`config.mk`:
```
export PLATFORM = sky130hd
export DESIGN_NAME = writeback_mux_buf
export DESIGN_NICKNAME = d
export VERILOG_FILES = /design/src/rtl/writeback_mux_buf.sv
export SDC_FILE = /design/constraint.sdc
export NUM_CORES = 1
export LEC_CHECK = 0
export CAP_MARGIN = 20
export CORE_UTILIZATION = 35
export CTS_BUF_LIST = sky130_fd_sc_hd__clkbuf_16
export DETAILED_ROUTE_END_ITERATION = 16
export GPL_TIMING_DRIVEN = 0
export PLACE_DENSITY = 0.67
export SYNTH_ARGS = -nofsm -noshare
export SYNTH_HDL_FRONTEND = slang
export SYNTH_SLANG_ARGS = --single-unit
```
`constraint.sdc`:
```
create_clock -name clock -period 2.5 [get_ports clock]
set_input_delay 0.625 -clock clock [delete_from_list [all_inputs] [get_ports clock]]
set_output_delay 0.625 -clock clock [all_outputs]
set_load 0.02 [all_outputs]
```
`src/rtl/writeback_mux_buf.sv`:
```
// Write-back source selector with a 2-entry valid/ready output buffer.
// Picks the highest-indexed selected source, tags it with rd/write-enable and queues it.
module writeback_mux_buf #(
  parameter int unsigned DATA_WIDTH     = 32,
  parameter int unsigned NUM_SRC        = 4,
  parameter int unsigned REG_ADDR_WIDTH = 5,
  parameter int unsigned CNT_WIDTH      = 8
) (
  input  logic                          clock,
  input  logic                          reset,
  input  logic [NUM_SRC*DATA_WIDTH-1:0] entradas,
  input  logic [NUM_SRC-1:0]            selecao,
  input  logic [REG_ADDR_WIDTH-1:0]     rd_in,
  input  logic                          escreve_in,
  input  logic                          in_valid,
  output logic                          in_ready,
  output logic [DATA_WIDTH-1:0]         saida,
  output logic [REG_ADDR_WIDTH-1:0]     rd_out,
  output logic                          escreve_out,
  output logic                          out_valid,
  input  logic                          out_ready,
  output logic                          conflito,
  output logic [CNT_WIDTH-1:0]          conflito_cnt
);

  localparam int unsigned EntW = DATA_WIDTH + REG_ADDR_WIDTH + 1;

  // Head entry drives the outputs directly; tail holds the second queued beat.
  logic [EntW-1:0]      head_q, head_d;
  logic [EntW-1:0]      tail_q, tail_d;
  logic [1:0]           occ_q, occ_d;
  logic                 conflito_q, conflito_d;
  logic [CNT_WIDTH-1:0] cnt_q, cnt_d;

  logic [DATA_WIDTH-1:0] sel_data;
  logic                  multi_sel;
  logic                  we_eff;
  logic [EntW-1:0]       new_ent;
  logic                  push;
  logic                  pop;

  // Ascending scan so the highest set index overrides lower ones.
  always_comb begin
    sel_data = entradas[DATA_WIDTH-1:0];
    for (int unsigned k = 0; k < NUM_SRC; k++) begin
      if (selecao[k]) begin
        sel_data = entradas[k*DATA_WIDTH +: DATA_WIDTH];
      end
    end
  end

  // More than one bit set iff clearing the lowest set bit leaves something.
  assign multi_sel = (selecao & (selecao - NUM_SRC'(1))) != '0;
  assign we_eff    = escreve_in && (rd_in != '0);
  assign new_ent   = {sel_data, rd_in, we_eff};

  assign in_ready  = (occ_q != 2'd2);
  assign out_valid = (occ_q != 2'd0);
  assign push      = in_valid && in_ready;
  assign pop       = out_valid && out_ready;

  always_comb begin
    head_d     = head_q;
    tail_d     = tail_q;
    occ_d      = occ_q;
    conflito_d = conflito_q;
    cnt_d      = cnt_q;

    unique case ({push, pop})
      2'b10: begin
        if (occ_q == 2'd0) begin
          head_d = new_ent;
        end else begin
          tail_d = new_ent;
        end
        occ_d = occ_q + 2'd1;
      end
      2'b01: begin
        // Popping the last entry leaves the head untouched so outputs hold.
        if (occ_q == 2'd2) begin
          head_d = tail_q;
        end
        occ_d = occ_q - 2'd1;
      end
      2'b11: begin
        // Push implies occupancy < 2 and pop implies > 0, so exactly one entry.
        head_d = new_ent;
      end
      default: begin
      end
    endcase

    if (push && multi_sel) begin
      conflito_d = 1'b1;
      if (cnt_q != '1) begin
        cnt_d = cnt_q + CNT_WIDTH'(1);
      end
    end
  end

  always_ff @(posedge clock) begin
    if (reset) begin
      head_q     <= '0;
      tail_q     <= '0;
      occ_q      <= 2'd0;
      conflito_q <= 1'b0;
      cnt_q      <= '0;
    end else begin
      head_q     <= head_d;
      tail_q     <= tail_d;
      occ_q      <= occ_d;
      conflito_q <= conflito_d;
      cnt_q      <= cnt_d;
    end
  end

  assign saida        = head_q[EntW-1 -: DATA_WIDTH];
  assign rd_out       = head_q[REG_ADDR_WIDTH:1];
  assign escreve_out  = head_q[0];
  assign conflito     = conflito_q;
  assign conflito_cnt = cnt_q;

endmodule
```
After elaboration in Yosys (flattened, before gate mapping)
Index checks and enable logic that the tools add are counted.
W data, S select, Z words.
Word-level totals
  output and inout port bits: 49
  bits in registers: 87
  word-level logic and storage cells: 39
Cells by class
  bitwise gates (word level): 2
  mux-type cells: 7
  reductions and logical operators: 13
  eq/ne operators: 8
  $add $sub $neg: 4
Operators by type and width (count)
  $pmux W38 S3: 1
  $mux W32: 3
  $mux W38: 2
  $add A8 B1 Y8 const B: 1
  $ne A8 B8 Y1 const B: 1
  $eq A2 B2 Y1 const B: 3
  $ne A2 B2 Y1 const B: 3
  $reduce_bool A5 Y1: 1
  $and A4 B4 Y4: 1
  $logic_and A1 B1 Y1: 4
  $pmux W2 S2: 1
  $reduce_and A2 Y1: 2
  $reduce_bool A2 Y1: 2
  $reduce_bool A4 Y1: 1
  $sub A4 B1 Y4 const B: 1
  $reduce_and A3 Y1: 1
  $reduce_bool A3 Y1: 1
  $add A2 B1 Y2 const B: 1
  $eq A2 B1 Y1 const B: 1
  $logic_not A2 Y1: 1
  $sub A2 B1 Y2 const B: 1
  $not A1 Y1: 1

Logic depth before layout (Yosys ltp)
  depth in word-level cells: 5
  depth in mapped cells: 11

Worst setup path after synthesis
Ideal clock, no wire load.
  path kind: register to register
  from: reg occ_q[1]
  to: reg head_q[3]
  cell stages (with the launch flop): 12
  required time: 2.414 ns
  path buffers: 3
  arrival time: 2.097 ns
  path slack: 0.317 ns
  setup time: 0.086 ns
  cells stage by stage: dfxtp_1 -> or2_2 -> nand2_1 -> inv_1 -> ha_1 -> buf_2 -> nor3_1 -> a21o_1 -> buf_2 -> buf_2 -> nor2_1 -> a211oi_1
Between the ends
  longest elaborated chain between the ends: 5
  elaborated cells on any way between the ends: 14
  those cells by class: eq/ne (7); mux (1); reduce/logical (6)
RTL lines
  from (decl): line 31  | logic [1:0] occ_q, occ_d;
  from (signal assigned): line 105  | occ_q <= 2'd0;
  from (signal assigned): line 111  | occ_q <= occ_d;
  $reduce_bool A2 Y1 (*): line 58  | assign out_valid = (occ_q != 2'd0);
  net out_valid: line 20  | output logic out_valid,
  $logic_and A1 B1 Y1 (*): line 60  | assign pop = out_valid && out_ready;
  $eq A2 B1 Y1 / $eq A2 B2 Y1 (equally long branches): line 69  | unique case ({push, pop})
  $ne A2 B2 Y1 (no source line) / $reduce_bool A3 Y1 (equally long branches)
  $reduce_and A3 Y1 (no source line)
  to (signal assigned): line 103  | head_q <= '0;
  to (signal assigned): line 109  | head_q <= head_d;
  to (decl): line 29  | logic [EntW-1:0] head_q, head_d;
The timed path passes the listed nets; every way through them passes the cells marked *.
A chain may end at the register's enable or synchronous reset.

Worst setup path after layout
  from: in in_valid
  to: reg head_q[27]
Between the ends
  longest elaborated chain between the ends: 4
  elaborated cells on any way between the ends: 9
  those cells by class: eq/ne (5); mux (1); reduce/logical (3)
RTL lines
  from (decl): line 15  | input logic in_valid,
  $logic_and A1 B1 Y1 (*): line 59  | assign push = in_valid && in_ready;
  $eq A2 B1 Y1 / $eq A2 B2 Y1 (equally long branches): line 69
  $ne A2 B2 Y1 (no source line) / $reduce_bool A3 Y1 (equally long branches)
  $reduce_and A3 Y1 (no source line)
Mark *: on every way between the ends. The rest lies on a longest branch, timed or not.

==> reports/results.ini <==
[status]
outcome = finished clean

[synth]
synth_area_um2 = 4800
seq_area_frac_synth_pct = 36.3
synth_top_cell_area_share_pct = 36.3
syn_inst = 599
syn_area_per_cell_um2 = 8.01
synth_top_area_cell = dfxtp_1
synth-seq-cells = 87
yosys_warnings = 0
yosys.cell_types.count = 42
syn_nets = 745
synth_ff_type = dfxtp_1
synth_edf_count = 0
synth_area_leaders = dfxtp_1 36%, mux2i_1 8.3%, nor2_1 6.3%, a211oi_1 5.5%, nor3b_1 5.0%
postSynth.asyncResetShare_pct = 0

[route]
via_per_inst = 5.23
wl_per_cell_um = 16.3
drt_iter0_drc = 203
totalWireLength_um = 15900
drc = 0
antenna_left = 0
first_pass_iters = 5
vias = 5119

[sta]
skew_ns = 0.00768
finalCritPeriodShare_pct = 97.3
relSlewSlack_pct = 61.2
timing.final.ws_setup_ns = 0.0679
hold_viol = 0
fmax_mhz = 411
finalMaxSlewViolations = 0
layout_min_cycle_time_ns = 2.43
setup_viol = 0
worstMarginPinSlew_ns = 0.583

[die]
pin_count = 191
rows = 42
die_w_um = 119
coreArea_um2 = 13300
fp.dieH_um = 119
die_area_um2 = 14200
initial_utilization_pct = 36.1

[flow_run]
drv_cap = 0

[place]
dp_cells = 963
hpwl_um = 12400
io_buffers = 188
placed_area_um2 = 6900
gp_congestion = 0.768
pre_cts_ws_ns = -0.424

[layout]
final_util_pct = 54.4
final_cells = 978
drive_gt1_share_pct = 7.48
area_growth_pct = 50.9
fillers = 1287
antenna_cells = 0
final_cell_area_um2 = 7240
nets = 944

[global_routing]
grt_pass1_wl_um = 24900
overflow = 0
grt_util_all_layers_pct = 22.4
grt_max_degree = 14
antenna_found_initial = 0
grt_pass1_vias = 4992

[pwr]
power.density_nw_per_um2 = 923
ir_worst_vdd_mv = 0.496
p_leak_nw = 2.59

[setup_path]
critPathKind = in -> reg
cp-end-kind = flop
crit_chain = clkdlybuf4s50_1, nand2_1, ha_1, buf_2, mux2i_2, a21o_1, clkbuf_4, buf_4, o211ai_1, a21oi_1
start_kind = input pin
critPathSlowestCell = clkdlybuf4s50_1
slowest_delay_ns = 0.51
cp_max_fo = 10
required_ns = 2.76
cp.arrival_ns = 2.70

[clock_network]
clockBufferDepth = 2
root_buffer = clkbuf_16
cts_buffers = 9
clkTransAtPathRegs_ns = 0.06
cts_htree_levels = 3
clk_latency_ns = 0.34
cts_tree = done
cts.sink_count = 87
postCtsSetupBuffers = 0
cts_hold_buf = 0

[worst_hold_path]
worst_hold_path_type = reg -> reg

-- critical path, delay by kind of cell --
family	cells	cell delay, ns
muxes	1	0.24
adders and majority gates	1	0.20
AOI/OAI and AO/OA	3	0.41
buffers and inverters	4	1.10
and+or+nand+nor	1	0.13
-- layout make-up --
| type | instances | area [um2] | area share (%) |
|---|---|---|---|
| clock inverter | 6 | 53.8 | 0.743 |
| sequential | 87 | 1740 | 24.1 |
| buffer | 53 | 269 | 3.72 |
| clock buffer | 9 | 225 | 3.11 |
| inverter | 5 | 18.8 | 0.259 |
| tap | 176 | 220 | 3.04 |
| timing repair buffer | 188 | 1880 | 26.0 |
| multi-input combinational | 454 | 2830 | 39.1 |
-- logic make-up (layout without fill, tap and decap cells) --
family          after synthesis  after routing  synth area share [%]
simple gates                280            280                  30.3
mux                          43             43                  9.05
xor+xnor                      3              3                 0.548
buf+inv                      58            261                  5.32
flops                        87             87                  36.3
compound gates              123            123                  17.2
fa+ha+maj                     5              5                  1.25
-- per-stage QoR --
stage               hold WS [ns]  total power [mW]  TNS [ns]
floorplan                  0.436              3.99         0
finish                     0.452              6.68         0
CTS                        0.454              6.59         0
global route               0.475              7.08    -0.301
global placement           0.441              5.21    -15.82
detailed placement         0.446              5.30    -17.66
-- sequential cells by signal, indices dropped and copies added (netlist names) --
| signal | count |
|---|---|
| head_q | 38 |
| tail_q | 38 |
| conflito_cnt | 8 |
| occ_q | 2 |
| conflito | 1 |
-- per-layer routing --
metal,global-route usage (%),wire length [um],vias to the layer above
met2,39.2,7810,184
met3,4.74,1050,24
met5,0,0,-
met1,26.7,6700,2408
li1,-,-,2503
met4,8.15,342,0
-- power breakdown --
part / leakage (nW) / total, mW / internal, mW / switching (mW)
logic: 1.74 / 3.28 / 1.50 / 1.79
clock network: 0.138 / 1.29 / 0.756 / 0.537
registers: 0.715 / 2.10 / 1.86 / 0.246
total: 2.59 / 6.68 / 4.11 / 2.57
-- synthesized netlist by cell type (all sizes together) (5+ instances only) --
master and instances:
nand2b 34, o211ai 31, clkbuf 27, nor2b 33
nor2 81, dfxtp 87, or4 5, buf 26
nor3b 32, mux2i 40, a21oi 42, a211oi 35
nor3 35, nand2 48, inv 5
-- what timing repair did --
item / in CTS / in global routing
endpoints found under the setup margin: 21 / 38
resized for setup: 3 / 30
pin swaps: 0 / 0
-- cells in the final DEF, fill, tap and decap left out, types with 5 or more instances in the layout --
master,count
clkbuf_2,9
clkdlybuf4s50_1,188
buf_2,17
dfxtp_1,87
nor2_1,81
buf_4,5
or4_1,5
a211oi_1,34
nand2b_1,33
o211ai_1,31
nor3_1,33
nor3b_1,32
inv_1,6
nor2b_1,33
nand2_1,47
clkbuf_16,9
a21oi_1,41
clkbuf_1,19
mux2i_1,39
-- worst paths after layout --
| path | from | endpoint | slack [ns] | cells past startpoint |
|---|---|---|---|---|
| hold reg to reg | head_q[7] | head_q[7] | 0.45 | 2 |
| hold / removal | head_q[7] | head_q[7] | 0.45 | 2 |
| setup reg to reg | occ_q[1] | head_q[27] | 0.08 | 11 |
| setup / recovery | in_valid | head_q[27] | 0.07 | 10 |
(Power assumes the default switching activity.)
